<file path="src/rtl/piso_serializer_if.sv">
// Load handshake bundle for piso_serializer: valid/ready with a WIDTH-bit word.
interface piso_serializer_if #(
  parameter int unsigned WIDTH = 8
);
  logic             load_valid;
  logic             load_ready;
  logic [WIDTH-1:0] load_data;

  modport master (output load_valid, output load_data, input load_ready);
  modport slave  (input load_valid, input load_data, output load_ready);
endinterface

</file>
<file path="src/rtl/piso_serializer.sv">
// Parallel-in/serial-out stage feeding the pattern detector, one bit per clk.
// Optional macro PISO_PARITY_EN appends an even-parity bit to every frame.
module piso_serializer #(
  parameter int unsigned WIDTH     = 8,
  parameter bit          MSB_FIRST = 1'b1,
  parameter logic        IDLE_BIT  = 1'b1
) (
  input  logic              clk,
  input  logic              rst_n,
  piso_serializer_if.slave  bus,
  output logic              dout,
  output logic              dout_active,
  output logic              frame_done
);

`ifdef PISO_PARITY_EN
  localparam int unsigned FRAME_LEN = WIDTH + 1;
`else
  localparam int unsigned FRAME_LEN = WIDTH;
`endif
  localparam int unsigned    CNT_W    = $clog2(FRAME_LEN + 1);
  localparam logic [CNT_W-1:0] LAST_CNT = CNT_W'(FRAME_LEN - 1);
  localparam logic [CNT_W-1:0] PREV_CNT = CNT_W'(FRAME_LEN - 2);

  typedef enum logic [1:0] {
    IDLE  = 2'b01,
    SHIFT = 2'b10
  } state_t;

  state_t           state;
  logic [CNT_W-1:0] cnt;
  logic [WIDTH-1:0] shreg;

  logic             last_c;
  logic             accept_c;
  logic             first_bit_c;
  logic             shift_bit_c;
  logic             next_bit_c;
  logic [WIDTH-1:0] load_rest_c;
  logic [WIDTH-1:0] shift_rest_c;

  // Ready only while idle or while the last frame bit is on dout.
  assign last_c         = (state == SHIFT) && (cnt == LAST_CNT);
  assign bus.load_ready = (state == IDLE) || last_c;
  assign accept_c       = bus.load_valid && bus.load_ready;

  // shreg holds the bits not yet presented, aligned so the next one sits at the send end.
  always_comb begin
    first_bit_c  = 1'b0;
    shift_bit_c  = 1'b0;
    load_rest_c  = '0;
    shift_rest_c = '0;
    if (MSB_FIRST) begin
      first_bit_c  = bus.load_data[WIDTH-1];
      load_rest_c  = bus.load_data << 1;
      shift_bit_c  = shreg[WIDTH-1];
      shift_rest_c = shreg << 1;
    end else begin
      first_bit_c  = bus.load_data[0];
      load_rest_c  = bus.load_data >> 1;
      shift_bit_c  = shreg[0];
      shift_rest_c = shreg >> 1;
    end
  end

`ifdef PISO_PARITY_EN
  logic parity_q;
  assign next_bit_c = (cnt == CNT_W'(WIDTH - 1)) ? parity_q : shift_bit_c;
`else
  assign next_bit_c = shift_bit_c;
`endif

  always_ff @(posedge clk or negedge rst_n) begin
    if (!rst_n) begin
      state       <= IDLE;
      cnt         <= '0;
      shreg       <= '0;
      dout        <= IDLE_BIT;
      dout_active <= 1'b0;
      frame_done  <= 1'b0;
`ifdef PISO_PARITY_EN
      parity_q    <= 1'b0;
`endif
    end else begin
      case (state)
        IDLE, SHIFT: begin
          if (accept_c) begin
            state       <= SHIFT;
            cnt         <= '0;
            shreg       <= load_rest_c;
            dout        <= first_bit_c;
            dout_active <= 1'b1;
            frame_done  <= 1'b0;
`ifdef PISO_PARITY_EN
            parity_q    <= ^bus.load_data;
`endif
          end else if ((state == SHIFT) && !last_c) begin
            cnt         <= cnt + CNT_W'(1);
            shreg       <= shift_rest_c;
            dout        <= next_bit_c;
            dout_active <= 1'b1;
            frame_done  <= (cnt == PREV_CNT);
          end else begin
            state       <= IDLE;
            cnt         <= '0;
            dout        <= IDLE_BIT;
            dout_active <= 1'b0;
            frame_done  <= 1'b0;
          end
        end
        default: begin
          // Corrupted encoding: abandon whatever was in flight.
          state       <= IDLE;
          cnt         <= '0;
          dout        <= IDLE_BIT;
          dout_active <= 1'b0;
          frame_done  <= 1'b0;
        end
      endcase
    end
  end

endmodule

</file>
<file path="src/flat_wrapper.sv">
// flat-port wrapper written by rule: the top's interface ports become plain ports
module piso_serializer_flat 
#(
  parameter int unsigned WIDTH     = 8,
  parameter bit          MSB_FIRST = 1'b1,
  parameter logic        IDLE_BIT  = 1'b1
)
  (clk, rst_n, dout, dout_active, frame_done, bus_load_valid, bus_load_data, bus_load_ready);
  piso_serializer_if #(.WIDTH(WIDTH)) bus_i ();
  input  logic clk;
  input  logic rst_n;
  output logic dout;
  output logic dout_active;
  output logic frame_done;
  input wire logic [$bits(bus_i.load_valid)-1:0] bus_load_valid;
  input wire logic [$bits(bus_i.load_data)-1:0] bus_load_data;
  output wire logic [$bits(bus_i.load_ready)-1:0] bus_load_ready;
  assign bus_i.load_valid = bus_load_valid;
  assign bus_i.load_data = bus_load_data;
  assign bus_load_ready = bus_i.load_ready;
  piso_serializer #(.WIDTH(WIDTH), .MSB_FIRST(MSB_FIRST), .IDLE_BIT(IDLE_BIT)) u_core (.clk(clk), .rst_n(rst_n), .bus(bus_i), .dout(dout), .dout_active(dout_active), .frame_done(frame_done));
endmodule
</file>
<file path="config.mk">
export PLATFORM = sky130hd
export DESIGN_NAME = piso_serializer_flat
export DESIGN_NICKNAME = d
export VERILOG_FILES = /design/src/rtl/piso_serializer_if.sv /design/src/rtl/piso_serializer.sv /design/src/flat_wrapper.sv
export SDC_FILE = /design/constraint.sdc
export NUM_CORES = 1
export LEC_CHECK = 0
export ABC_AREA = 0
export CAP_MARGIN = 0
export CELL_PAD_IN_SITES_DETAIL_PLACEMENT = 1
export CELL_PAD_IN_SITES_GLOBAL_PLACEMENT = 1
export CORE_UTILIZATION = 36
export DETAILED_ROUTE_END_ITERATION = 7
export PLACE_DENSITY_LB_ADDON = 0.1
export SYNTH_ARGS = -nofsm -noshare
export SYNTH_HDL_FRONTEND = slang
export SYNTH_SLANG_ARGS = --single-unit
</file>
<file path="constraint.sdc">
create_clock -name clk -period 1.5 [get_ports clk]
set_input_delay 0.15 -clock clk [delete_from_list [all_inputs] [get_ports clk]]
set_output_delay 0.15 -clock clk [all_outputs]
set_load 0.05 [all_outputs]
</file>
**Word level (Yosys, flattened, before mapping)**

Index checks and enable logic that the tools add are counted.

- Register bits after elaboration: 17
- Bits in latches: 0
- Bits in writable memories: 0
- Bits in read-only memories: 0
- Bits of input ports: 11
- Output and inout bits: 4
- Logic and storage cells: 37
- Memories: 0

- Add/subtract/negate cells: 1
- Multipliers: 0
- Divide/modulo/power cells: 0
- Order comparisons: 0
- Equality and inequality tests: 5
- Shifts and indexed selects: 0
- Muxes and demuxes: 17
- Bitwise gates (word level): 0
- Reduce and logical (&&, ||, !) cells: 8

Operators with widths:

| kind | count |
|---|---|
| 8-bit 2-to-1 mux | 2 |
| 4-bit 2-to-1 mux | 3 |
| 1-bit 2-to-1 mux | 9 |
| 4-bit by 3-bit equality test with 1-bit output, second input constant | 2 |
| 2-bit 2-to-1 mux | 3 |
| 4-bit by 1-bit adder with 4-bit output, second input constant | 1 |
| 1-bit logical AND | 3 |
| 3-bit by 2-bit inequality test with 1-bit output, second input constant | 1 |
| 2-bit by 1-bit equality test with 1-bit output, second input constant | 1 |
| 2-bit equality test, second input constant | 1 |
| 2-bit AND reduction | 1 |
| 2-bit nonzero test | 1 |
| 2-bit OR reduction | 1 |
| 1-bit logical NOT | 1 |
| 1-bit logical OR | 1 |

**Depth between registers and ports, before layout**

- Word-level depth: 7
- Gate-level depth with buffers: 6
- Depth with buffers taken out: 5

**Worst setup path after synthesis**

Ideal clock, no wire load.

- Kind: reg2reg
- Start point: register u_core.state[0]
- End point: register u_core.shreg[2]
- Library setup time: 0.123 ns
- Arrival: 1.505 ns
- Data required time: 1.377 ns
- Slack: -0.128 ns
- Cell stages (with the launch flop): 7
- Clock period less this slack: 1.628 ns
- Cells stage by stage: dfstp_2 -> inv_1 -> ha_1 -> nor2b_1 -> buf_4 -> o2bb2ai_4 -> o221a_1

- Longest elaborated chain between the ends: 6

Ends and longest elaborated chain:

| what | RTL line | source |
|---|---|---|
| from (decl) | piso_serializer.sv:30 | `state_t state;` |
| from (signal assigned) | piso_serializer.sv:75 | `state <= IDLE;` |
| from (signal assigned) | piso_serializer.sv:88 | `state <= SHIFT;` |
| from (signal assigned) | piso_serializer.sv:104 | `state <= IDLE;` |
| 2-bit equality test | piso_serializer.sv:43, piso_serializer.sv:85, piso_serializer.sv:97 |  |
| 1-bit logical AND | piso_serializer.sv:43 | `assign last_c = (state == SHIFT) && (cnt == LAST_CNT);` |
| 1-bit logical NOT or 1-bit logical OR (tied branches) | piso_serializer.sv:97, piso_serializer.sv:44 |  |
| 1-bit logical AND (on tied branches) | piso_serializer.sv:97, piso_serializer.sv:45 |  |
| 2-bit nonzero test (no line) | n/a |  |
| 2-bit AND reduction (no line) | n/a |  |
| to (signal assigned) | piso_serializer.sv:90 | `shreg <= load_rest_c;` |
| to (signal assigned) | piso_serializer.sv:99 | `shreg <= shift_rest_c;` |
| to (decl) | piso_serializer.sv:32 | `logic [WIDTH-1:0] shreg;` |

Parallel ways exist; a longest one is shown, timed or not.
A chain may end at the register's enable or synchronous reset.

**Worst setup path in the final report**

- Start point: register u_core.state[0]
- End point: output bus_load_ready

- Longest elaborated chain between the ends: 3

Ends and longest elaborated chain:

| what | RTL line | source |
|---|---|---|
| 2-bit equality test | piso_serializer.sv:43 |  |
| 1-bit logical AND | piso_serializer.sv:43 |  |
| 1-bit logical OR * | piso_serializer.sv:44 | `assign bus.load_ready = (state == IDLE) \|\| last_c;` |
| to (decl) | flat_wrapper.sv:17 | `output wire logic [$bits(bus_i.load_ready)-1:0] bus_load_ready;` |

Mark *: on every way between the ends. The rest lies on a longest branch, timed or not.

==> out/metrics.yaml <==
status: "finished with violations"
violations: "setup timing"
htreeDepth: 1
cp-start-kind: "register"
path_clk_slew_ns: 0.11
cp-end-kind: "output pin"
grt_pass1_vias: 667
coreArea_um2: 2040
fin_area_um2: 1170
synth_top_area_share_pct: 43.2
required_ns: 1.35
yosys_warnings: 0
dieArea_um2: 2450
synth_compound_area_share_pct: 17.3
synth-edff-count: 0
multi_input_area_um2: 428
vdd_drop_max_v: 0.000830
synth-seq-area-share_pct: 49.7
antenna_found_initial: 0
synthArstFlopShare_pct: 100
crit_chain: "inv_2, ha_4, and4b_4, or2_4, buf_8"
insertion_delay_ns: 0.29
path_class: "register to output pin"
post-place-cells: 117
synthSimpleGateAreaFrac_pct: 20.2
yosys_register_bits: 16
rsz0062_at_grt: "true"
die_h_um: 49.5
p_leak_nw: 0.522
diodes: 0
cts_buffers: 3
area_growth_pct: 44.6
dp_hpwl_mm: 1.39
fin_skew_ns: 0.00667
slowest_delay_ns: 0.56
synth_top_family_by_area: "simple AND/OR/NAND/NOR gates"
worst_path_max_delay_cell: "dfstp_2"
synth_common_cells: "14 x dfrtp_1, 7 x nor2_1, 6 x o221a_1, 5 x inv_1, 5 x nand4b_1"
power_density_nw_per_um2: 1630
cts.sinks: 16
vias: 664
synthMuxAreaShare_pct: 1.23
io_pins: 15
synth_ff_type: "dfrtp_1"
syn_nets: 81
crit_arrival_ns: 1.62
cp.depth: 5
grt_overflow: 0
gp_congestion: 0.734
row_count: 16
drc: 0
max_cap_viol_count: 0
portBuffers: 14
min_path_type: "input pin to async pin"
routed_via_density: 5.40
yosysUniqueCellTypes: 27
clockBufferDepth: 2
synth.area.top_cells: "dfrtp_1 43%, o221a_1 8.3%, dfstp_2 6.5%"
rrSetupSlack_ns: -0.11
rr_worst_depth: 6
initial_utilization_pct: 39.7
fin_ws_ns: -0.266
cp_num_buf_inv: 2
finalNonFillerCells: 123
crit_path_end: "bus_load_ready"
routed_wl_mm: 2.05
reg2reg_to: "u_core.shreg[2]"
reg2reg_from: "u_core.state[0]"
drive_gt1_share_pct: 37.5
nets: 112
fill_cells: 226
yosys.area_share.adder_pct: 6.17
synth-xor-area-share_pct: 2.16
firstDrtPassIters: 4
setup_violations: 11
syn_inst: 66
clock-root-buffer: "clkbuf_4"
synth_top_cell_by_area: "dfrtp_1"
fmax_mhz: 566
track_usage_pct: 18.5
register_area_um2: 403
first_iter_violations: 6
cts_tree: "done"
place_area_um2: 1090
slew_violations: 0
synthesis.area_um2: 811
yosysMostFrequentCell: "dfrtp_1"
grt_max_degree: 17
crit_start: "u_core.state[0]"
period_needed_ns: 1.77
avgSynthCellArea_um2: 12.3
avgRoutedWirePerCell_um: 16.6
relSlewSlack_pct: 79.5
finalHoldViolations: 0
crit_path_max_fanout: 2
die_w_um: 49.5
tightest_slew_ns: 0.307
grt_pass1_wl_mm: 3.39
post-route-period-util_pct: 118
cp_top_family: "flip-flops"
ant_nets: 0
-- report_power, final --
part,switching [mW],total [mW],internal (mW)
Clock,0.152,0.300,0.148
Sequential,0.0737,0.651,0.577
Combinational,0.484,0.958,0.474
Total,0.710,1.91,1.20
-- timing repair --
action,in CTS,in global routing
pin swaps,3,6
cloned,1,0
setup endpoints to repair,14,16
endpoints found under the hold margin,0,0
hold buffers,0,0
gates resized for setup,8,2
setup buffers,2,0
-- area by class of cell --
cell class                      instances  share of cell area (%)
Inverter                                5                    1.60
Timing Repair Buffer                   26                    21.6
Multi-Input combinational cell         45                    36.5
Clock buffer                            4                    3.09
Sequential cell                        16                    34.4
Tap cell                               27                    2.88
-- registers in the layout, indices dropped and copies added (netlist names) --
| name | flops |
|---|---|
| u_core.cnt | 4 |
| u_core.state | 2 |
| u_core.frame_done | 1 |
| u_core.shreg | 7 |
| u_core.dout_active | 1 |
| u_core.dout | 1 |
-- stage by stage --
step | TNS, ns | utilization (%) | worst slack, ns | total power, mW | hold WS [ns]
2_1_floorplan | -0.237 | - | -0.0395 | 1.20 | -0.146
3_3_place_gp | -0.191 | 53.2 | -0.0500 | 1.48 | 0.495
3_5_place_dp | -0.376 | 53.2 | -0.0561 | 1.51 | 0.503
4_1_cts | -0.926 | 57.1 | -0.262 | 1.89 | 0.186
5_1_grt | -1.60 | 57.4 | -0.302 | 2.00 | 0.187
6_report | -0.953 | 57.4 | -0.266 | 1.91 | 0.166
-- worst min-delay path by stage --
stage | cells after the start | end | slack [ns]
6_report | 2 | u_core.shreg[6] | 0.17
5_1_grt | 2 | u_core.shreg[6] | 0.19
4_1_cts | 2 | u_core.shreg[6] | 0.19
3_5_place_dp | 2 | u_core.shreg[6] | 0.50
3_3_place_gp | 2 | u_core.frame_done | 0.50
2_1_floorplan | 0 | u_core.cnt[0] | -0.15
-- routing by layer --
metal	global-route usage, %	wire length, µm
met1	25.5	934
met2	31.3	1050
met5	0	0
met4	2.86	0
met3	2.78	65
-- cells by family (layout without fill, tap and decap cells) --
| kind of cell | after synthesis | count (layout) |
|---|---|---|
| compound gates | 13 | 14 |
| xor+xnor | 2 | 2 |
| fa+ha+maj | 4 | 4 |
| buf+inv | 6 | 35 |
| flops | 16 | 16 |
| mux | 1 | 1 |
| simple gates | 24 | 24 |
-- layout by cell type (no fill, tap or decap) --
cell type	synthesis	layout
and2b_1	1	1
and3_2	1	1
and4b_4	1	1
buf_12	0	2
buf_4	1	13
buf_8	0	1
clkbuf_4	0	3
clkbuf_8	0	1
clkdlybuf4s50_1	0	10
dfrtp_1	14	14
dfstp_2	2	2
ha_1	4	2
ha_2	0	1
ha_4	0	1
inv_1	5	4
inv_2	0	1
mux2i_1	1	1
nand2_1	1	1
nand3_1	3	2
nand3_2	0	1
nand3b_1	1	1
nand3b_4	1	1
nand4_1	1	1
nand4b_1	5	5
nor2_1	7	7
nor2b_4	0	1
o21a_1	1	1
o21ai_0	2	1
o21ai_2	0	3
o21ai_4	1	1
o221a_1	6	6
o22ai_1	1	1
o2bb2ai_4	1	1
or2_4	0	1
xnor2_1	1	1
xor2_1	1	1
No activity file was read; power rests on OpenSTA's default activity.
